File: src/rtl/multicycle_control_unit.sv
// Multicycle MIPS control FSM: Moore-style control signals per state, illegal-op
// flag in DECODE, and a latched interrupt that redirects the next instruction fetch.
module multicycle_control_unit #(
    parameter logic [5:0] OP_RTYPE = 6'h00,
    parameter logic [5:0] OP_LW    = 6'h23,
    parameter logic [5:0] OP_SW    = 6'h2B,
    parameter logic [5:0] OP_BEQ   = 6'h04,
    parameter logic [5:0] OP_ADDI  = 6'h08,
    parameter logic [5:0] OP_J     = 6'h02
) (
    input  logic       clk,
    input  logic       resetN,
    input  logic [5:0] op,
    input  logic [5:0] funct,
    input  logic       intReq,
    output logic [1:0] aluControl,
    output logic       aluSrcA,
    output logic [1:0] aluSrcB,
    output logic [1:0] pcSource,
    output logic       pcWrite,
    output logic       isBranch,
    output logic       lorD,
    output logic       memWrite,
    output logic       IrWrite,
    output logic       regWrite,
    output logic       regDst,
    output logic       memToReg,
    output logic       isInterrupted,
    output logic       intAck,
    output logic       illegalOp,
    output logic [3:0] state
);

    localparam logic [5:0] FN_ADD = 6'h20;
    localparam logic [5:0] FN_SUB = 6'h22;
    localparam logic [5:0] FN_AND = 6'h24;
    localparam logic [5:0] FN_OR  = 6'h25;

    typedef enum logic [3:0] {
        S_IDLE     = 4'd0,
        S_FETCH    = 4'd1,
        S_DECODE   = 4'd2,
        S_MEMADR   = 4'd3,
        S_MEMREAD  = 4'd4,
        S_MEMWB    = 4'd5,
        S_MEMWRITE = 4'd6,
        S_EXECUTE  = 4'd7,
        S_ALUWB    = 4'd8,
        S_BRANCH   = 4'd9,
        S_ADDIEXEC = 4'd10,
        S_ADDIWB   = 4'd11,
        S_JUMP     = 4'd12
    } state_t;

    state_t     state_reg;
    state_t     state_next;
    logic       int_pending_reg;
    logic       int_pending_next;
    logic       funct_legal;
    logic       rtype_legal;
    logic       op_legal;
    logic [1:0] funct_alu;

    always_comb begin
        funct_legal = 1'b1;
        funct_alu   = 2'b00;
        case (funct)
            FN_ADD:  funct_alu = 2'b00;
            FN_SUB:  funct_alu = 2'b01;
            FN_AND:  funct_alu = 2'b10;
            FN_OR:   funct_alu = 2'b11;
            default: funct_legal = 1'b0;
        endcase
    end

    assign rtype_legal = (op == OP_RTYPE) && funct_legal;
    assign op_legal    = rtype_legal || (op == OP_LW) || (op == OP_SW) ||
                         (op == OP_BEQ) || (op == OP_ADDI) || (op == OP_J);

    always_ff @(posedge clk or negedge resetN) begin
        if (!resetN) begin
            state_reg       <= S_IDLE;
            int_pending_reg <= 1'b0;
        end else begin
            state_reg       <= state_next;
            int_pending_reg <= int_pending_next;
        end
    end

    // A new request on the same edge as the serviced fetch keeps the interrupt pending.
    always_comb begin
        int_pending_next = int_pending_reg;
        if (intReq)
            int_pending_next = 1'b1;
        else if (state_reg == S_FETCH)
            int_pending_next = 1'b0;
    end

    always_comb begin
        state_next = S_FETCH;
        case (state_reg)
            S_IDLE:   state_next = S_FETCH;
            S_FETCH:  state_next = S_DECODE;
            S_DECODE: begin
                if ((op == OP_LW) || (op == OP_SW)) state_next = S_MEMADR;
                else if (rtype_legal)               state_next = S_EXECUTE;
                else if (op == OP_BEQ)              state_next = S_BRANCH;
                else if (op == OP_ADDI)             state_next = S_ADDIEXEC;
                else if (op == OP_J)                state_next = S_JUMP;
                else                                state_next = S_FETCH;
            end
            S_MEMADR: begin
                if (op == OP_LW)      state_next = S_MEMREAD;
                else if (op == OP_SW) state_next = S_MEMWRITE;
                else                  state_next = S_FETCH;
            end
            S_MEMREAD:  state_next = S_MEMWB;
            S_EXECUTE:  state_next = S_ALUWB;
            S_ADDIEXEC: state_next = S_ADDIWB;
            default:    state_next = S_FETCH;
        endcase
    end

    always_comb begin
        aluControl    = 2'b00;
        aluSrcA       = 1'b0;
        aluSrcB       = 2'b00;
        pcSource      = 2'b00;
        pcWrite       = 1'b0;
        isBranch      = 1'b0;
        lorD          = 1'b0;
        memWrite      = 1'b0;
        IrWrite       = 1'b0;
        regWrite      = 1'b0;
        regDst        = 1'b0;
        memToReg      = 1'b0;
        isInterrupted = 1'b0;
        intAck        = 1'b0;
        illegalOp     = 1'b0;
        case (state_reg)
            S_FETCH: begin
                aluSrcB       = 2'b01;
                IrWrite       = 1'b1;
                pcWrite       = 1'b1;
                isInterrupted = int_pending_reg;
                intAck        = int_pending_reg;
            end
            S_DECODE: begin
                aluSrcB   = 2'b11;
                illegalOp = !op_legal;
            end
            S_MEMADR, S_ADDIEXEC: begin
                aluSrcA = 1'b1;
                aluSrcB = 2'b10;
            end
            S_MEMREAD: lorD = 1'b1;
            S_MEMWB: begin
                memToReg = 1'b1;
                regWrite = 1'b1;
            end
            S_MEMWRITE: begin
                lorD     = 1'b1;
                memWrite = 1'b1;
            end
            S_EXECUTE: begin
                aluSrcA    = 1'b1;
                aluControl = funct_alu;
            end
            S_ALUWB: begin
                regDst   = 1'b1;
                regWrite = 1'b1;
            end
            S_ADDIWB: regWrite = 1'b1;
            S_BRANCH: begin
                aluSrcA    = 1'b1;
                aluControl = 2'b01;
                pcSource   = 2'b01;
                isBranch   = 1'b1;
            end
            S_JUMP: begin
                pcSource = 2'b10;
                pcWrite  = 1'b1;
            end
            default: ;
        endcase
    end

    assign state = state_reg;

endmodule

File: config.mk
export PLATFORM = sky130hd
export DESIGN_NAME = multicycle_control_unit
export DESIGN_NICKNAME = d
export VERILOG_FILES = /design/src/rtl/multicycle_control_unit.sv
export SDC_FILE = /design/constraint.sdc
export NUM_CORES = 1
export LEC_CHECK = 0
export BUFFER_PORTS_ARGS = -buffer_cell sky130_fd_sc_hd__clkbuf_2
export CAP_MARGIN = 0
export CORE_MARGIN = 8
export CORE_UTILIZATION = 37
export DETAILED_ROUTE_END_ITERATION = 12
export PLACE_DENSITY = 0.74
export SLEW_MARGIN = 5
export SYNTH_ARGS = -nofsm -noshare
export SYNTH_HDL_FRONTEND = slang
export SYNTH_SLANG_ARGS = --single-unit
File: constraint.sdc
create_clock -name clk -period 1.5 [get_ports clk]
set_input_delay 0.075 -clock clk [delete_from_list [all_inputs] [get_ports clk]]
set_output_delay 0.075 -clock clk [all_outputs]
set_load 0.05 [all_outputs]
==> results of run 1 <==
[Yosys cell counts (all sizes together)]
library cell	number	area share, %
o2bb2ai	1	1.5
nor2b	1	1.1
nor3b	3	3.8
o21bai	1	1.3
nor2	8	5.1
nor3	7	5.9
a21oi	7	5.9
and3	1	1.1
o311ai	1	1.5
or4	3	3.8
o221ai	2	2.9
o41ai	1	1.5
o21ai	1	0.84
o2111ai	1	1.5
or2	1	1.1
a21o	3	3.8
nand2	7	4.4
nand3	2	1.7
mux2i	4	6.7
nand2b	2	2.1
nand3b	1	1.3
inv	3	1.9
or2b	1	1.3
buf	4	4.6
dfrtp	5	21
xnor2	1	1.5
a211oi	1	1.3
o22ai	1	1.1
or4b	1	2.3
and3b	1	1.5
clkbuf	4	2.5
xor2	1	1.5
nor4	1	1.1
[cell families after synthesis]
kind of cell,count (synthesis)
simple gates,40
compound gates,20
buf+inv,11
flops,5
mux,4
xor+xnor,2
[per-stage QoR]
stage                     hold WS (ns)  instances  setup slack, ns  setup TNS [ns]
after global placement          -0.105        144          0.00461               0
after floorplan                 -0.221         82           -0.361           -2.93
after detailed placement        -0.103        144          -0.0413         -0.0752
==> run metrics, run 1 <==
Synth Net Count 97; Clock Root Buffer clkbuf_4; Die Y 56.1 um; IO buf count 36; placement-stage cell area 1090 sq um; adder-cell share of the synthesized area 0%; Netlist cell types 34; post-synthesis mux area share 6.74%; post-CTS setup buffer count 10; status aborted with a tool error; # rows 14; sequential fraction of the synthesis area 21.1%; H-tree depth 1; largest family of logic cells by synthesized area simple AND/OR/NAND/NOR gates; post-synthesis xor/xnor area fraction 2.95%; CTS-repair resized insts 58; syn avg cell area 7.25 sq um; GPL Wtd Cong 0.917; number of top-level pins 37; Mapped Area 594 sq um; synthesized flop and latch total 5; CTS max path bufs 2; CTS Buf Count 3; hold buffers post-CTS 1; Synth Area in Compound Gates 22.9%; Err [ERROR DPL-0033] detailed placement checks failed during check placement.; Fail Step clock tree synthesis; simple-gate portion of the synthesized area 37.3%; clock net sink count 5; Starting Density 39.5%; Synthesis Warnings 0; Synth Instances 82; HPWL after DPL 1.80 mm; chip width 56.1 um
==> inputs of run 2 (changes only) <==
Settings changed: CORE_AREA from default to 8 8 69 71, CORE_MARGIN 8 to default, CORE_UTILIZATION 37 to default, DIE_AREA from default to 0 0 77 79, PLACE_DENSITY 0.74 to default, PLACE_DENSITY_LB_ADDON from default to 0.15.
Clock period 1.5 ns to 2 ns, I/O delays scaled along.
==> run 2 against run 1 <==
  * The run now ends clean
  * Area after synthesis is the same
  * Synthesized cell count unchanged
==> run metrics, run 2 <==
layout net count 134; Worst Setup Start Kind register; final setup violation count 0; share of cells above drive strength 1 48.3%; status finished clean; setup_tns 0 ns; Clock Root Buffer clkbuf_8; slew margin rel. 70.5%; top post-synthesis cells by count nor2_1, a21oi_1, nand2_1, nor3_1, dfrtp_1; Critical Path, Cell by Cell nand2_1 -> mux2i_1 -> o2bb2ai_2 -> clkbuf_2; syn avg cell area 7.25 sq um; initial DRC count 42; Starting Density 15.6%; Critical Path Slowest Stage Cell dfrtp_2; number of top-level pins 37; remaining global-route overflow 0; Synth Net Count 97; placement-stage cell area 910 sq um; synthesis-to-layout area growth 62.7%; max_cap viols 0; post-route cell area 967 sq um; Mapped Area 594 sq um; worst-path fanout max 14; Placed Cells 163; WL final 2.23 mm; HPWL after DPL 1.86 mm; combinational share of power 54.8%; Synth Instances 82; CP Class reg -> out; CTS max path bufs 2; GPL Wtd Cong 0.797; Least-Margin Pin Slew 0.439 ns; sequential power share 18.4%; CTS tree done; Synthesis Warnings 0; Die Y 79 um; Critical Path RT 1.90 ns; via density per instance 4.45; number of enable flip-flop cells after synthesis 0; CP endpoint kind output port; Pint 0.360 mW; DRC viols 0; Synth top area share 21.1%; IO buf count 36; worst vdd ir 0.169 mV; first drt pass iteration count 4; Leak 0.432 nW; chip width 77 um; Tmin final 1.89 ns; dominant cells by area after synthesis dfrtp_1, mux2i_1, a21oi_1, nor3_1, nor2_1; unrepaired setup endpoints after global routing true; largest net degree at the start of global routing 15; switching pwr 0.340 mW; Hold Violations, Final 0; via count 748; initial antenna violation count 0; Final Core Density 25.5%; routed len/inst 13.3 um; Critical Path AT 1.79 ns; All-Layer GR Usage 7.37%; DRT antenna net count 0; Netlist cell types 34; # rows 23; post-CTS setup buffer count 0; fin crit share 94.4%; synthesized flop and latch total 5; global-route wire length before repair 3.72 mm; top-count cell post-synth nor2_1; most frequent cells in the layout clkbuf_2, nand2_1, nor2_1, a21oi_1; non-filler cells, final 168; Hold WC Path Type in -> reg; most common cell after layout, fill and taps aside clkbuf_2; max frequency 0.530 GHz; H-tree depth 1; area leader, netlist dfrtp_1; hold slack 0.105 ns; die area 6080 sq um; CTS clk-pin slew, worst paths 0.03 ns; clock share of power 26.8%; # diodes 0; Async SR Flop Fraction 100%; clk_lat worst skew 0.22 ns; sequential fraction of the synthesis area 21.1%; Synth Flop Type dfrtp_1; Fill cells 464; CTS Buf Count 3; clock net sink count 5; clk_skew 0.00246 ns; max FFs per register 4; max-slew violations 0; pwr dens 725 nW/um^2; Placeable Area 3800 sq um; Switching Fraction 48.6%; vias in the first global route 767; max incr delay on CP 0.55 ns
==> run 2: cell counts after synthesis <==
Identical to the previous run, type by type.
==> run 2: kinds of logic (layout without fill, tap and decap cells) <==
group                     count (synthesis)  in the layout  synth area share (%)
xor gates and xnor gates                  2              2                  2.95
buffers and inverters                    11             47                  9.05
DFF                                       5              5                  21.1
AOI/OAI and AO/OA                        20             20                  22.9
and+or+nand+nor                          40             40                  37.3
muxes                                     4              4                  6.74
==> run 2: routing by layer <==
layer	GRT usage (%)	routed length (um)
met3	3.61	206
met2	10.7	978
met4	3.21	22
met5	0	0
met1	9.01	1030
==> run 2: power groups by stage <==
stage	Clock, mW	Combinational [mW]	Sequential [mW]
after floorplan	0	0.296	0.139
after detailed placement	0	0.388	0.131
after global placement	0	0.388	0.130
final	0.188	0.384	0.129
after global routing	0.202	0.409	0.132
after CTS	0.191	0.390	0.130
==> run 2: final cells by class <==
cell class | count | area, sq um | share of cell area (%)
timing repair buffer | 40 | 215 | 22.3
inverter | 3 | 11.3 | 1.16
sequential | 5 | 128 | 13.2
multi-input combinational | 66 | 505 | 52.3
clock buffer | 4 | 45.0 | 4.66
tap | 50 | 62.6 | 6.47
==> run 2: worst paths after layout <==
path	to	depth (start not counted)	start	slack, ns
min in group asynchronous	state[0]	2	resetN	0.23
hold / removal	int_pending_reg	2	intReq	0.11
setup / recovery	aluSrcA	4	state[3]	0.11
max in group asynchronous	state[3]	2	resetN	1.61
hold reg to reg	int_pending_reg	2	int_pending_reg	0.58
setup reg to reg	state[1]	3	state[3]	0.29
==> run 2: worst max-delay path: cells and delay by family, from the launching register on <==
kind,cells,cell delay [ns]
compound gates,1,0.11
buf+inv,1,0.29
flops,1,0.55
mux,1,0.28
simple gates,1,0.33
==> run 2: stage by stage <==
stage               setup slack [ns]  total power [mW]
finish                         0.112             0.701
global route                 -0.0133             0.743
CTS                           0.0991             0.711
detailed placement             0.301             0.519
global placement               0.341             0.518
floorplan                    -0.0792             0.435
==> run 2: what timing repair did <==
action / CTS / global route
endpoints found under the setup margin: 0 / 2
hold buffers: 1 / 0
hold endpoints to repair: 5 / 0
resized for setup: 0 / 2
(Power assumes the default switching activity.)
==> inputs of run 3 (changes only) <==
Settings changed: CAP_MARGIN 0 to 5, MAX_ROUTING_LAYER from default to met4.
==> run 3 against run 2 <==
  * Combinational power hardly changed
  * Final cell count stayed put
  * Largest cell class unchanged
  * Utilization stayed put
  * Register-to-register slack hardly changed
  * Non-clock buffer count stayed put
  * Via count is 0.53% lower
  * Highest routed layer unchanged
  * Die area stayed put
  * Global-route usage is 0.22 points higher
  * Total power hardly changed
  * Clock skew stayed put
==> run metrics, run 3 (same netlist as run 2, synthesis figures left out) <==
Switching Fraction 48.6%; Min-Delay Endpoint int_pending_reg; Place WS 0.301 ns; via density per instance 4.43; vias in the first global route 767; Die Y 79 um; reg-to-reg startpoint state[3]; global-route wire length before repair 3.72 mm; Worst Setup Start Kind register; initial antenna violation count 0; Least-Margin Pin Slew 0.439 ns; CTS tree done; hold_sp intReq; Starting Density 15.6%; CTS Buf Count 3; pwr dens 725 nW/um^2; Tmin final 1.89 ns; GPL Wtd Cong 0.809; Hold WC Path Type in -> reg; clock net sink count 5; register area 128 sq um; Placeable Area 3800 sq um; slew margin rel. 70.5%; R2R Path End state[1]; CP Class reg -> out; WHS Path Cells 2; unrepaired setup endpoints after global routing true; Placed Cells 163; combinational share of power 54.8%; fin crit share 94.5%; Hold Violations, Final 0; routed len/inst 13.3 um; post-route worst setup slack 0.109 ns; first drt pass iteration count 4; max-slew violations 0; most frequent cells in the layout clkbuf_2, nand2_1, nor2_1, a21oi_1; status finished clean; Pint 0.360 mW; setup slack, reg-to-reg 0.29 ns; worst vdd ir 0.169 mV; CP endpoint kind output port; worst reg-to-reg path cell count 3; largest net degree at the start of global routing 15; H-tree depth 1; Final Core Density 25.5%; chip width 77 um; WL final 2.23 mm; layout net count 134; share of cells above drive strength 1 48.3%; # diodes 0; Leak 0.432 nW; most common cell after layout, fill and taps aside clkbuf_2; DRT antenna net count 0; Clock Root Buffer clkbuf_8; die area 6080 sq um; IO buf count 36; DRC viols 0; CTS max path bufs 2; All-Layer GR Usage 7.59%; # rows 23; clock share of power 26.8%; initial DRC count 36; switching pwr 0.340 mW; HPWL after DPL 1.86 mm; clk_skew 0.00246 ns; sequential power share 18.4%; CTS clk-pin slew, worst paths 0.03 ns; Multi-input gate area 505 sq um; max FFs per register 4; Critical Path AT 1.79 ns; max frequency 0.529 GHz; Critical Path RT 1.90 ns; non-filler cells, final 168; max_cap viols 0; number of top-level pins 37; Fill cells 464; synthesis-to-layout area growth 62.7%; worst-path fanout max 14; remaining global-route overflow 0; clk_lat worst skew 0.22 ns; final setup violation count 0; via count 744
==> run 3: routing by layer <==
metal / track usage [%] / vias up / wire (um)
met1: 9.54 / 341 / 1090
met2: 10.7 / 28 / 976
li1: - / 373 / -
met3: 2.71 / 2 / 145
met4: 3.21 / 0 / 22
met5: - / - / 0
==> run 3: worst max-delay path, cell delays in order (launching register included) <==
cell	delay [ns]
dfrtp_2	0.55
nand2_1	0.34
mux2i_1	0.28
o2bb2ai_2	0.11
clkbuf_2	0.29
==> run 3: cell type report <==
cell class	instances	area share [%]
tap	50	6.47
inverter	3	1.16
timing repair buffer	40	22.3
sequential	5	13.2
multi-input combinational	66	52.3
clock buffer	4	4.66
==> run 3: timing repair <==
item,4_1_cts,5_1_grt
hold endpoints to repair,5,0
endpoints found under the setup margin,0,2
hold buffers,1,0
gates resized for setup,0,2
setup buffers,0,0
==> run 3: worst max path at each step <==
| stage | start | end | slack, ns | cells past startpoint |
|---|---|---|---|---|
| floorplan | state[1] | isInterrupted | -0.08 | 4 |
| global placement | state[3] | illegalOp | 0.34 | 3 |
| detailed placement | state[3] | state[1] | 0.30 | 3 |
| CTS | state[3] | aluSrcA | 0.1 | 4 |
| global route | state[3] | aluSrcA | -0.01 | 4 |
| finish | state[3] | aluSrcA | 0.11 | 4 |
==> run 3: power groups by stage <==
stage / Sequential, mW / Combinational (mW) / Clock [mW]
after floorplan: 0.139 / 0.296 / 0
after global placement: 0.130 / 0.388 / 0
after detailed placement: 0.131 / 0.388 / 0
after CTS: 0.130 / 0.390 / 0.191
after global routing: 0.132 / 0.409 / 0.202
final: 0.129 / 0.384 / 0.188
==> run 3: through the flow <==
step | setup TNS [ns] | hold slack [ns] | total power, mW | instance area [sq um]
final | 0 | 0.105 | 0.701 | 967
after global routing | -0.0133 | 0.0942 | 0.743 | 967
after CTS | 0 | 0.0968 | 0.711 | 965
after detailed placement | 0 | -0.0741 | 0.519 | 910
after global placement | 0 | -0.0721 | 0.518 | 910
after floorplan | -0.160 | -0.196 | 0.435 | 689
